**config.mk**
```make
export PLATFORM = sky130hd
export DESIGN_NAME = regfile_write_arbiter
export DESIGN_NICKNAME = d
export VERILOG_FILES = /design/src/rtl/regfile_write_arbiter_pkg.sv /design/src/rtl/regfile_write_arbiter_write_fifo.sv /design/src/rtl/regfile_write_arbiter.sv
export SDC_FILE = /design/constraint.sdc
export NUM_CORES = 1
export LEC_CHECK = 0
export ABC_CLOCK_PERIOD_IN_PS = 4050
export CELL_PAD_IN_SITES_DETAIL_PLACEMENT = 0
export CELL_PAD_IN_SITES_GLOBAL_PLACEMENT = 2
export CORE_UTILIZATION = 30
export DETAILED_ROUTE_END_ITERATION = 6
export PLACE_DENSITY_LB_ADDON = 0.1
export REMOVE_ABC_BUFFERS = 1
export SLEW_MARGIN = 10
export SYNTH_ARGS = -nofsm -noshare
export SYNTH_HDL_FRONTEND = slang
export SYNTH_SLANG_ARGS = --single-unit
```
**constraint.sdc**
```tcl
create_clock -name clock -period 4.05 [get_ports clock]
set_input_delay 0.405 -clock clock [delete_from_list [all_inputs] [get_ports clock]]
set_output_delay 0.405 -clock clock [all_outputs]
set_load 0.005 [all_outputs]
```
**src/rtl/regfile_write_arbiter_pkg.sv**
```systemverilog
// regfile_write_arbiter_pkg: shared register-file widths, write entry layout and arbiter pointer type
package regfile_write_arbiter_pkg;
  localparam int REG_COUNT = 16;
  localparam int ADDR_WIDTH = 4;
  localparam int DATA_WIDTH = 16;
  typedef struct packed {
    logic lower;
    logic upper;
    logic [ADDR_WIDTH-1:0] address;
    logic [DATA_WIDTH-1:0] data;
  } entry_t;
  typedef enum logic {REQ0 = 1'b0, REQ1 = 1'b1} req_e;
endpackage

```
**src/rtl/regfile_write_arbiter_write_fifo.sv**
```systemverilog
// write_fifo: per-requester write queue exposing its head and the addresses of occupied slots
module write_fifo
  import regfile_write_arbiter_pkg::*;
#(
  parameter int DEPTH = 2
) (
  input  logic                                clock,
  input  logic                                reset,
  input  logic                                push,
  input  entry_t                              push_entry,
  input  logic                                pop,
  output logic                                ready,
  output logic                                empty,
  output entry_t                              head,
  output logic [DEPTH-1:0][ADDR_WIDTH-1:0]    addrs,
  output logic [DEPTH-1:0]                    valid
);
  localparam int PW = $clog2(DEPTH);
  localparam int CW = $clog2(DEPTH + 1);
  entry_t [DEPTH-1:0] mem_q, mem_d;
  logic [PW-1:0] wr_ptr_q, wr_ptr_d, rd_ptr_q, rd_ptr_d;
  logic [CW-1:0] count_q, count_d;
  always_comb begin
    mem_d = mem_q;
    if (push) mem_d[wr_ptr_q] = push_entry;
    wr_ptr_d = wr_ptr_q + PW'(push);
    rd_ptr_d = rd_ptr_q + PW'(pop);
    count_d = count_q + CW'(push) - CW'(pop);
  end
  always_ff @(posedge clock) begin
    if (reset) begin
      wr_ptr_q <= '0;
      rd_ptr_q <= '0;
      count_q <= '0;
    end else begin
      wr_ptr_q <= wr_ptr_d;
      rd_ptr_q <= rd_ptr_d;
      count_q <= count_d;
    end
  end
  always_ff @(posedge clock) mem_q <= mem_d;
  assign ready = count_q < CW'(DEPTH);
  assign empty = count_q == '0;
  assign head = mem_q[rd_ptr_q];
  // A slot is live when its distance from the read pointer is below the count
  for (genvar i = 0; i < DEPTH; i++) begin : g_slot
    logic [PW-1:0] off;
    assign off = PW'(i) - rd_ptr_q;
    assign valid[i] = CW'(off) < count_q;
    assign addrs[i] = mem_q[i].address;
  end
endmodule

```
**src/rtl/regfile_write_arbiter.sv**
```systemverilog
// regfile_write_arbiter: round-robin sharing of the regfile write port between ALU and load writeback
module regfile_write_arbiter
  import regfile_write_arbiter_pkg::*;
#(
  parameter int DEPTH = 2
) (
  input  logic                  clock,
  input  logic                  reset,
  input  logic                  req0_valid,
  output logic                  req0_ready,
  input  logic [ADDR_WIDTH-1:0] req0_address,
  input  logic [DATA_WIDTH-1:0] req0_data,
  input  logic                  req0_lower,
  input  logic                  req0_upper,
  input  logic                  req1_valid,
  output logic                  req1_ready,
  input  logic [ADDR_WIDTH-1:0] req1_address,
  input  logic [DATA_WIDTH-1:0] req1_data,
  input  logic                  req1_lower,
  input  logic                  req1_upper,
  output logic                  write_lower_enable,
  output logic                  write_upper_enable,
  output logic [ADDR_WIDTH-1:0] address_write,
  output logic [DATA_WIDTH-1:0] write_data,
  output logic [REG_COUNT-1:0]  pending
);
  entry_t in0, in1, head0, head1, out_q, out_d;
  logic push0, push1, pop0, pop1, empty0, empty1;
  logic [DEPTH-1:0] valid0, valid1;
  logic [DEPTH-1:0][ADDR_WIDTH-1:0] addrs0, addrs1;
  req_e rr_q, rr_d;
  assign in0 = {req0_lower, req0_upper, req0_address, req0_data};
  assign in1 = {req1_lower, req1_upper, req1_address, req1_data};
  write_fifo #(.DEPTH(DEPTH)) u_fifo0 (
    .clock(clock), .reset(reset), .push(push0), .push_entry(in0), .pop(pop0),
    .ready(req0_ready), .empty(empty0), .head(head0), .addrs(addrs0), .valid(valid0)
  );
  write_fifo #(.DEPTH(DEPTH)) u_fifo1 (
    .clock(clock), .reset(reset), .push(push1), .push_entry(in1), .pop(pop1),
    .ready(req1_ready), .empty(empty1), .head(head1), .addrs(addrs1), .valid(valid1)
  );
  always_comb begin
    // Writes to r0 or with no lanes complete the handshake but are never queued
    push0 = req0_valid & req0_ready & (req0_address != '0) & (req0_lower | req0_upper);
    push1 = req1_valid & req1_ready & (req1_address != '0) & (req1_lower | req1_upper);
    pop1 = ~empty1 & (empty0 | rr_q == REQ1);
    pop0 = ~empty0 & ~pop1;
    rr_d = (~empty0 & ~empty1) ? (pop0 ? REQ1 : REQ0) : rr_q;
    out_d = pop0 ? head0 : pop1 ? head1 : entry_t'({2'b00, out_q.address, out_q.data});
    pending = '0;
    for (int i = 0; i < DEPTH; i++) begin
      if (valid0[i]) pending[addrs0[i]] = 1'b1;
      if (valid1[i]) pending[addrs1[i]] = 1'b1;
    end
    if (out_q.lower | out_q.upper) pending[out_q.address] = 1'b1;
    pending[0] = 1'b0;
  end
  always_ff @(posedge clock) begin
    if (reset) begin
      out_q <= '0;
      rr_q <= REQ0;
    end else begin
      out_q <= out_d;
      rr_q <= rr_d;
    end
  end
  assign write_lower_enable = out_q.lower;
  assign write_upper_enable = out_q.upper;
  assign address_write = out_q.address;
  assign write_data = out_q.data;
endmodule
```
==> out/metrics.cfg, run 1 <==
[place]
place_hpwl_um = 10210
placement.setup.worst_slack_ns = 1.346
port_buffers = 86
gp_congestion = 0.8363
place_inst = 696

[layout]
drive_gt1_frac = 0.1372
seq_area_mm2 = 0.003264
insertedDiodeCount = 0
post-route-util = 0.4008
num-fill-cells = 1635
multiInputGateArea_mm2 = 0.001973
fin_nets = 546
final_cells = 728
area_growth_pct = 29.49

[logic_synthesis]
async_flop_share = 0
yosysMostFrequentCell = edfxtp_1
ys_ff_latch = 119
yosysWarnings = 0
synthAdderAreaFrac = 0.01850
syn_area_per_cell_um2 = 13.49
seq_area_frac_synth = 0.6031
synth_cell_types = 53
synth_top_family_by_area = compound AO/OA/AOI/OAI gates
synth_flop_cell = edfxtp_1
synthXorXnorAreaFrac = 0.01133
synth_compound_area_frac = 0.1508
syn-cell-area_mm2 = 0.005410
synth_common_cells = 88 x edfxtp_1, 40 x mux2i_1, 31 x dfxtp_1, 21 x nor2_1
synthMuxAreaShare = 0.08233
synth_simple_gate_area_frac = 0.1011
yosys.area.top_type = edfxtp_1
syn-instance-count = 401
synth_top_area_frac = 0.4884
ys_top_cells_by_area = edfxtp_1 49%, dfxtp_1 11%, mux2i_1 7.4%
synth_edf_count = 88

[timing]
max_freq_mhz = 328.8
setup_viol = 0
skew_ns = 0.01136
tns_ns = 0
min_period_ns = 3.041
rsz0062_at_grt = no
fin_crit_sh = 0.7509
fin_ws_ns = 1.009
relSlewSlack = 0.2318
finalHoldViolCount = 0
maxSlewViolCount = 0
tightest_slew_ns = 1.152

[routing]
drt-pass1-iter-count = 4
dr.first_iter.drc_count = 224
vias_per_cell = 5.069
ant_nets = 0
wire_per_inst_um = 20.16
totalWireLength_um = 14680
num_vias = 3690
drc_errors = 0

[grt]
overflow = 0
grt_pass1_vias = 3752
grt_pass1_wl_um = 22240
grt_start_max_net_pins = 26
grt_use_total = 0.1665
antenna_found_initial = 0

[clock_tree]
clock_latency_ns = 0.41
cts-resized-gates = 0
numCtsBuffers = 17
clk_pin_slew_ns = 0.06
cts_setup_buffers = 0
cts_tree = done
cts_max_level = 4
cts_buffer_depth = 2
ctsHoldBuffers = 0
clock_tree.root_cell = clkbuf_16
cts.sinks = 119

[floorplan]
die_w_um = 136.3
core_mm2 = 0.01748
die-area_mm2 = 0.01858
floorplan.initialDensity = 0.3096
ioPinCount = 88
die_y_um = 136.3
core.rowCount = 48

[critical_path]
arrival_ns = 2.64
slowest_stage = o21ai_0
cp-end-kind = output pin
path_cells = buf_4, o21ai_0, a31oi_1, nand3_1, clkdlybuf4s50_1
startpoint_type = register
worst_path_largest_cell_delay_ns = 0.67
crit_type = register to output pin
crit_fanout = 22
crit_required_ns = 3.64

[power_and_ir_drop]
finalPower_uw = 4674
irDropWorstVdd_mv = 0.4608
p_leak_uw = 0.002382
power_density_mw_per_mm2 = 667.2

[hold_path]
hold_path_class = register to register

[run]
max-cap-violations = 0

[status]
status = complete, no violations

## layout make-up
| cell class | instances | area share |
|---|---|---|
| Timing Repair Buffer | 92 | 0.1293 |
| Inverter | 11 | 0.005894 |
| Clock inverter | 14 | 0.01429 |
| Sequential cell | 119 | 0.4660 |
| Multi-Input combinational cell | 249 | 0.2817 |
| Tap cell | 225 | 0.04019 |
| Clock buffer | 18 | 0.06269 |
## layer usage
metal / global-route usage / up-vias / part of all wire
li1: - / 1756 / -
met2: 0.2620 / 114 / 0.47
met5: 0 / - / 0
met3: 0.04176 / 14 / 0.051
met1: 0.2233 / 1806 / 0.47
met4: 0.05247 / 0 / 0.014
## state kept, by name (all words and copies together) (netlist names), 2 cells and up
| register | count |
|---|---|
| address_write | 4 |
| u_fifo0.addrs | 8 |
| u_fifo0.mem_q | 36 |
| write_data | 16 |
| u_fifo1.addrs | 8 |
| u_fifo1.mem_q | 36 |
| u_fifo0.count_q | 2 |
| u_fifo1.count_q | 2 |
## power breakdown
group | leakage [uW] | internal (uW) | total [uW] | switching [uW]
clock network | 0.000263 | 801 | 1360 | 557
logic | 0.00105 | 717 | 1540 | 819
registers | 0.00107 | 1560 | 1780 | 223
## critical path, delay by kind of cell (launching register included)
| family | cells | cell delay, ns |
|---|---|---|
| flops | 1 | 0.37 |
| buf+inv | 2 | 0.79 |
| compound gates | 2 | 0.92 |
| simple gates | 1 | 0.15 |
## final timing paths
| path | depth (start not counted) | slack [ns] | startpoint | endpoint |
|---|---|---|---|---|
| setup reg to reg | 4 | 1.65 | u_fifo1.count_q[1]$_SDFF_PP0_ | u_fifo1.mem_q[35]$_DFFE_PP_ |
| hold / removal | 2 | 0.54 | write_data[15]$_SDFFE_PP0P_ | write_data[15]$_SDFFE_PP0P_ |
| setup / recovery | 5 | 1.01 | u_fifo1.rd_ptr_q$_SDFF_PP0_ | pending[12] |
| hold reg to reg | 2 | 0.54 | write_data[15]$_SDFFE_PP0P_ | write_data[15]$_SDFFE_PP0P_ |
## stage by stage
stage	hold slack (ns)	cell area, um^2
3_5_place_dp	0.5355	6466
5_1_grt	0.5635	7005
3_3_place_gp	0.5334	6466
4_1_cts	0.5468	7005
6_report	0.5402	7005
2_1_floorplan	0.4717	5278
## cells by family after synthesis
logic type / Yosys count
xor+xnor: 7
fa+ha+maj: 8
flops: 119
mux: 44
buf+inv: 33
other cells: 1
compound gates: 90
simple gates: 99
## placed cells by master, fill, tap and decap left out, drive strengths merged, types with 3 or more instances in the layout
cell	count
edfxtp	88
clkdlybuf4s50	86
mux2i	40
dfxtp	31
nor2	23
nand3	20
o21bai	20
a221oi	20
clkbuf	18
inv	16
nor2b	12
o21ai	9
nand4	8
ha	8
a21oi	8
nor4	6
a2bb2oi	6
xnor2	6
buf	6
clkinv	6
o211ai	5
nand2	5
nand2b	5
a31oi	5
nor3b	5
nor3	4
mux2	4
a22oi	4
and2	3
o22a	3
nand3b	3
clkinvlp	3
No activity file was read; power rests on OpenSTA's default activity.
==> run 2: changes to the inputs <==
--- a/config.mk
+++ b/config.mk
@@ -5,7 +5,7 @@
 export SDC_FILE = /design/constraint.sdc
 export NUM_CORES = 1
 export LEC_CHECK = 0
-export ABC_CLOCK_PERIOD_IN_PS = 4050
+export ABC_CLOCK_PERIOD_IN_PS = 2600
 export CELL_PAD_IN_SITES_DETAIL_PLACEMENT = 0
 export CELL_PAD_IN_SITES_GLOBAL_PLACEMENT = 2
 export CORE_UTILIZATION = 30
==> constraint.sdc (replaced) <==
create_clock -name clock -period 2.6 [get_ports clock]
set_input_delay 0.26 -clock clock [delete_from_list [all_inputs] [get_ports clock]]
set_output_delay 0.26 -clock clock [all_outputs]
set_load 0.005 [all_outputs]
==> out/metrics.cfg, run 2 (synthesis gave the netlist of run 1 again) <==
[run]
max-cap-violations = 0

[critical_path]
slowest_stage = clkdlybuf4s50_1
path_cells = nor2b_2, o21ai_0, o32ai_2, a211o_1, clkdlybuf4s50_1
crit_type = register to output pin
startpoint_type = register
crit_fanout = 3
cp-end-kind = output pin
worst_path_largest_cell_delay_ns = 0.50
crit_required_ns = 2.34
arrival_ns = 2.26
crit-reg2reg-launch = u_fifo1.count_q[1]$_SDFF_PP0_
rr_worst_depth = 5
startpoint = u_fifo0.addrs[1]$_DFFE_PP_
r2r-end = u_fifo1.mem_q[22]$_DFFE_PP_
regToRegSetupSlack_ns = 0.62

[clock_tree]
clock_latency_ns = 0.41
cts_buffer_depth = 2
cts_tree = done
cts_max_level = 4
numCtsBuffers = 17
clk_pin_slew_ns = 0.05
ctsHoldBuffers = 0
cts.sinks = 119
clock_tree.root_cell = clkbuf_16

[floorplan]
core_mm2 = 0.01748
die_w_um = 136.3
ioPinCount = 88
core.rowCount = 48
die-area_mm2 = 0.01858
floorplan.initialDensity = 0.3096
die_y_um = 136.3

[timing]
maxSlewViolCount = 0
skew_ns = 0.009221
setup_viol = 0
tightest_slew_ns = 0.4957
min_period_ns = 2.521
relSlewSlack = 0.6673
finalHoldViolCount = 0
fin_ws_ns = 0.07894
fin_crit_sh = 0.9696
rsz0062_at_grt = yes
max_freq_mhz = 396.7

[routing]
vias_per_cell = 5.067
wire_per_inst_um = 20.24
ant_nets = 0
dr.first_iter.drc_count = 218
wl_met2_um = 7157
totalWireLength_um = 15020
num_vias = 3760
dr_wl_met3_um = 599
met1Wirelength_um = 7075
drt-pass1-iter-count = 4
routed.top_layer = met4
drc_errors = 0

[place]
postPlaceCellArea_mm2 = 0.006584
placement.setup.worst_slack_ns = 0.2952
gp_congestion = 0.8570
place_hpwl_um = 10440
port_buffers = 86

[layout]
final_cell_area_mm2 = 0.007211
post-route-util = 0.4126
num-fill-cells = 1636
multiInputGateArea_mm2 = 0.002007
drive_gt1_frac = 0.1741
fin_nets = 560
final_common_cell = edfxtp_1
area_growth_pct = 33.28
layout_common_cells = 88 x edfxtp_1, 86 x clkdlybuf4s50_1, 40 x mux2i_1, 26 x dfxtp_1, 21 x nor2_1
seq_area_mm2 = 0.003269
insertedDiodeCount = 0

[grt]
grt_start_max_net_pins = 32
antenna_found_initial = 0
grt_pass1_vias = 3838
grt_pass1_wl_um = 22810
grt_use_total = 0.1715
overflow = 0

[hold_path]
min_to = u_fifo0.mem_q[33]$_DFFE_PP_
min_from = req0_data[11]
holdPathStages = 1
hold_path_class = input pin to register

[status]
status = complete, no violations

[power_and_ir_drop]
p_leak_uw = 0.002491
irDropWorstVdd_mv = 0.5830
power_density_mw_per_mm2 = 1057
finalPower_uw = 7620

[run 2: cell count changes in the layout (fill, tap and decap cells not counted), moves of 3 or more]
cell	previous run	this run
dfxtp_1	30	26
clkbuf_1	0	3
buf_4	6	19
nor3b_2	1	4
dfxtp_2	1	5
bufinv_16	0	3
inv_6	5	2
nor3b_1	4	1
[run 2: how the worst max path moves through the flow]
stage / endpoint / slack (ns) / cells past startpoint
2_1_floorplan: pending[5] / 0.45 / 4
4_1_cts: pending[5] / 0.03 / 5
6_report: pending[5] / 0.08 / 5
5_1_grt: pending[5] / -0.06 / 5
3_3_place_gp: u_fifo1.mem_q[22]$_DFFE_PP_ / 0.32 / 5
3_5_place_dp: u_fifo1.mem_q[31]$_DFFE_PP_ / 0.30 / 5
[run 2: report_power, final]
part	leakage (uW)	switching [uW]	internal (uW)
logic	0.00113	1300	1200
clock network	0.000286	831	1510
registers	0.00107	350	2430
total	0.00249	2480	5130
[run 2: area by class of cell]
type,instances,share of cell area
Multi-Input combinational cell,249,0.2783
Clock buffer,20,0.06056
Sequential cell,119,0.4534
Timing Repair Buffer,106,0.1419
Inverter,11,0.005726
Clock inverter,12,0.02100
Tap cell,225,0.03904
[run 2: stage by stage]
| step | std cells | hold WS, ns | TNS [ns] |
|---|---|---|---|
| finish | 742 | 0.4310 | 0 |
| global route | 742 | 0.4133 | -0.06166 |
| CTS | 742 | 0.4037 | 0 |
| detailed placement | 710 | 0.5199 | 0 |
| global placement | 710 | 0.5229 | 0 |
| floorplan | 379 | 0.3267 | 0 |
[run 2: metal layers]
layer	global-route usage	up-vias
li1	-	1781
met1	0.2285	1853
met2	0.2721	107
met3	0.04101	19
met4	0.05617	0
met5	0	-
[run 2: worst max-delay path: cells and delay by family, from the launching register on]
kind                   cells  cell delay, ns
flip-flops                 1            0.41
buffers and inverters      1            0.50
AO/OA/AOI/OAI              3            0.76
AND/OR/NAND/NOR            1            0.19
[run 2: repair_timing]
action / in CTS / in global routing
gates resized for setup: 6 / 7
endpoints found under the hold margin: 0 / 0
pin swaps: 1 / 0
setup buffers: 0 / 0
setup endpoints to repair: 6 / 9
==> run 3: changes to the inputs <==
--- a/config.mk
+++ b/config.mk
@@ -5,11 +5,12 @@
 export SDC_FILE = /design/constraint.sdc
 export NUM_CORES = 1
 export LEC_CHECK = 0
-export ABC_CLOCK_PERIOD_IN_PS = 2600
+export ABC_CLOCK_PERIOD_IN_PS = 3200
 export CELL_PAD_IN_SITES_DETAIL_PLACEMENT = 0
 export CELL_PAD_IN_SITES_GLOBAL_PLACEMENT = 2
 export CORE_UTILIZATION = 30
 export DETAILED_ROUTE_END_ITERATION = 6
+export DONT_BUFFER_PORTS = 1
 export PLACE_DENSITY_LB_ADDON = 0.1
 export REMOVE_ABC_BUFFERS = 1
 export SLEW_MARGIN = 10
==> constraint.sdc (replaced) <==
create_clock -name clock -period 3.2 [get_ports clock]
set_input_delay 0.32 -clock clock [delete_from_list [all_inputs] [get_ports clock]]
set_output_delay 0.32 -clock clock [all_outputs]
set_load 0.005 [all_outputs]
==> out/metrics.cfg, run 3 (synthesis gave the netlist of run 1 again) <==
[clock_tree]
cts_tree = done
clk_pin_slew_ns = 0.05
cts_setup_buffers = 0
numCtsBuffers = 17
cts_max_level = 4
clock_tree.root_cell = clkbuf_16
cts.sinks = 119
clock_latency_ns = 0.41
cts_buffer_depth = 2

[run]
max-cap-violations = 0

[grt]
grt_start_max_net_pins = 25
antenna_found_initial = 0
overflow = 0
grt_use_total = 0.1666
grt_pass1_vias = 3586
grt_pass1_wl_um = 21920

[timing]
fin_ws_ns = 0.7783
fin_crit_sh = 0.7568
setup_viol = 0
max_freq_mhz = 412.9
skew_ns = 0.009324
tns_ns = 0
rsz0062_at_grt = no
finalHoldViolCount = 0
relSlewSlack = 0.3171
maxSlewViolCount = 0
min_period_ns = 2.422
tightest_slew_ns = 1.017

[routing]
totalWireLength_um = 14670
vias_per_cell = 5.158
wire_per_inst_um = 21.26
drc_errors = 0
num_vias = 3559
drt-pass1-iter-count = 5
ant_nets = 0
dr.first_iter.drc_count = 201

[layout]
drive_gt1_frac = 0.1527
final_common_cell = edfxtp_1
area_growth_pct = 23.01
insertedDiodeCount = 0
fin_nets = 508
layout_common_cells = 88 x edfxtp_1, 45 x dlygate4sd3_1, 40 x mux2i_1, 29 x dfxtp_1, 21 x nor2_1

[power_and_ir_drop]
power_density_mw_per_mm2 = 855.1
irDropWorstVdd_mv = 0.4995
p_leak_uw = 0.002274

[critical_path]
slowest_stage = o21ai_1
crit-reg2reg-launch = u_fifo0.count_q[1]$_SDFF_PP0_
path_buf_inv = 1
path_cells = inv_1, o21ai_1, a31oi_1, o211ai_1
crit_fanout = 13
crit_type = register to output pin
critical-path-top-delay-family = compound AO/OA/AOI/OAI gates
cp-end-kind = output pin
arrival_ns = 2.10
startpoint = u_fifo0.count_q[0]$_SDFF_PP0_
startpoint_type = register
worst_path_largest_cell_delay_ns = 0.80
rr_worst_depth = 8
r2r-end = u_fifo1.count_q[1]$_SDFF_PP0_
regToRegSetupSlack_ns = 1.04
crit_required_ns = 2.88

[status]
status = complete, no violations

[hold_path]
hold_path_class = input pin to register
min_to = write_data[15]$_SDFFE_PP0P_
min_from = reset
holdPathStages = 2

[floorplan]
ioPinCount = 88
core_mm2 = 0.01748
die-area_mm2 = 0.01858
die_w_um = 136.3
die_y_um = 136.3
floorplan.initialDensity = 0.3096
core.rowCount = 48

[place]
place_hpwl_um = 9837
placement.setup.worst_slack_ns = 1.076
port_buffers = 0
gp_congestion = 0.8339

## run 3: changes by cell type in the layout (fill, tap and decap cells not counted), moves of 3 or more
cell	change
nor3b_2	-3
dfxtp_1	+3
nor3b_1	+3
dlygate4sd3_1	+45
buf_4	-10
clkdlybuf4s50_1	-86
dfxtp_2	-3
## run 3: cell type report
class,count,area [um^2]
Multi-Input combinational cell,249,1973
Inverter,11,41.29
Clock buffer,20,446.7
Tap cell,225,281.5
Fill cell,1662,10820
Timing Repair Buffer,54,518.0
Sequential cell,119,3266
Clock inverter,12,128.9
## run 3: per-stage QoR
stage | power (uW) | hold WS, ns | cell area [um^2] | util | std cells
after global placement | 3868 | 0.3939 | 5629 | 0.3221 | 613
after floorplan | 3324 | 0.3867 | 5278 | - | 379
final | 5691 | 0.09650 | 6655 | 0.3808 | 690
after global routing | 5996 | 0.08192 | 6655 | 0.3808 | 690
after detailed placement | 3861 | 0.3977 | 5629 | 0.3221 | 613
after CTS | 5760 | 0.07594 | 6655 | 0.3808 | 690
## run 3: timing repair
action,4_1_cts,5_1_grt
hold endpoints to repair,99,0
hold buffers,45,0
gates resized for setup,0,0
## run 3: worst max-delay path by stage
| stage | end | slack [ns] | cells after the start |
|---|---|---|---|
| after CTS | pending[15] | 0.78 | 4 |
| after floorplan | pending[5] | 0.99 | 4 |
| after detailed placement | u_fifo1.count_q[1]$_SDFF_PP0_ | 1.08 | 8 |
| after global routing | pending[15] | 0.60 | 4 |
| after global placement | u_fifo1.count_q[1]$_SDFF_PP0_ | 1.10 | 8 |
| final | pending[15] | 0.78 | 4 |
## run 3: per-layer routing
| layer | vias up | track usage | routed length [um] |
|---|---|---|---|
| li1 | 1673 | - | - |
| met1 | 1764 | 0.2015 | 6501 |
| met2 | 107 | 0.2710 | 7109 |
| met3 | 15 | 0.05705 | 869 |
| met4 | 0 | 0.06481 | 187 |
| met5 | - | 0 | 0 |
## run 3: where the power goes
group          internal, uW  total (uW)  switching (uW)
logic                   611        1580             969
clock network          1160        1820             657
registers              1970        2290             319
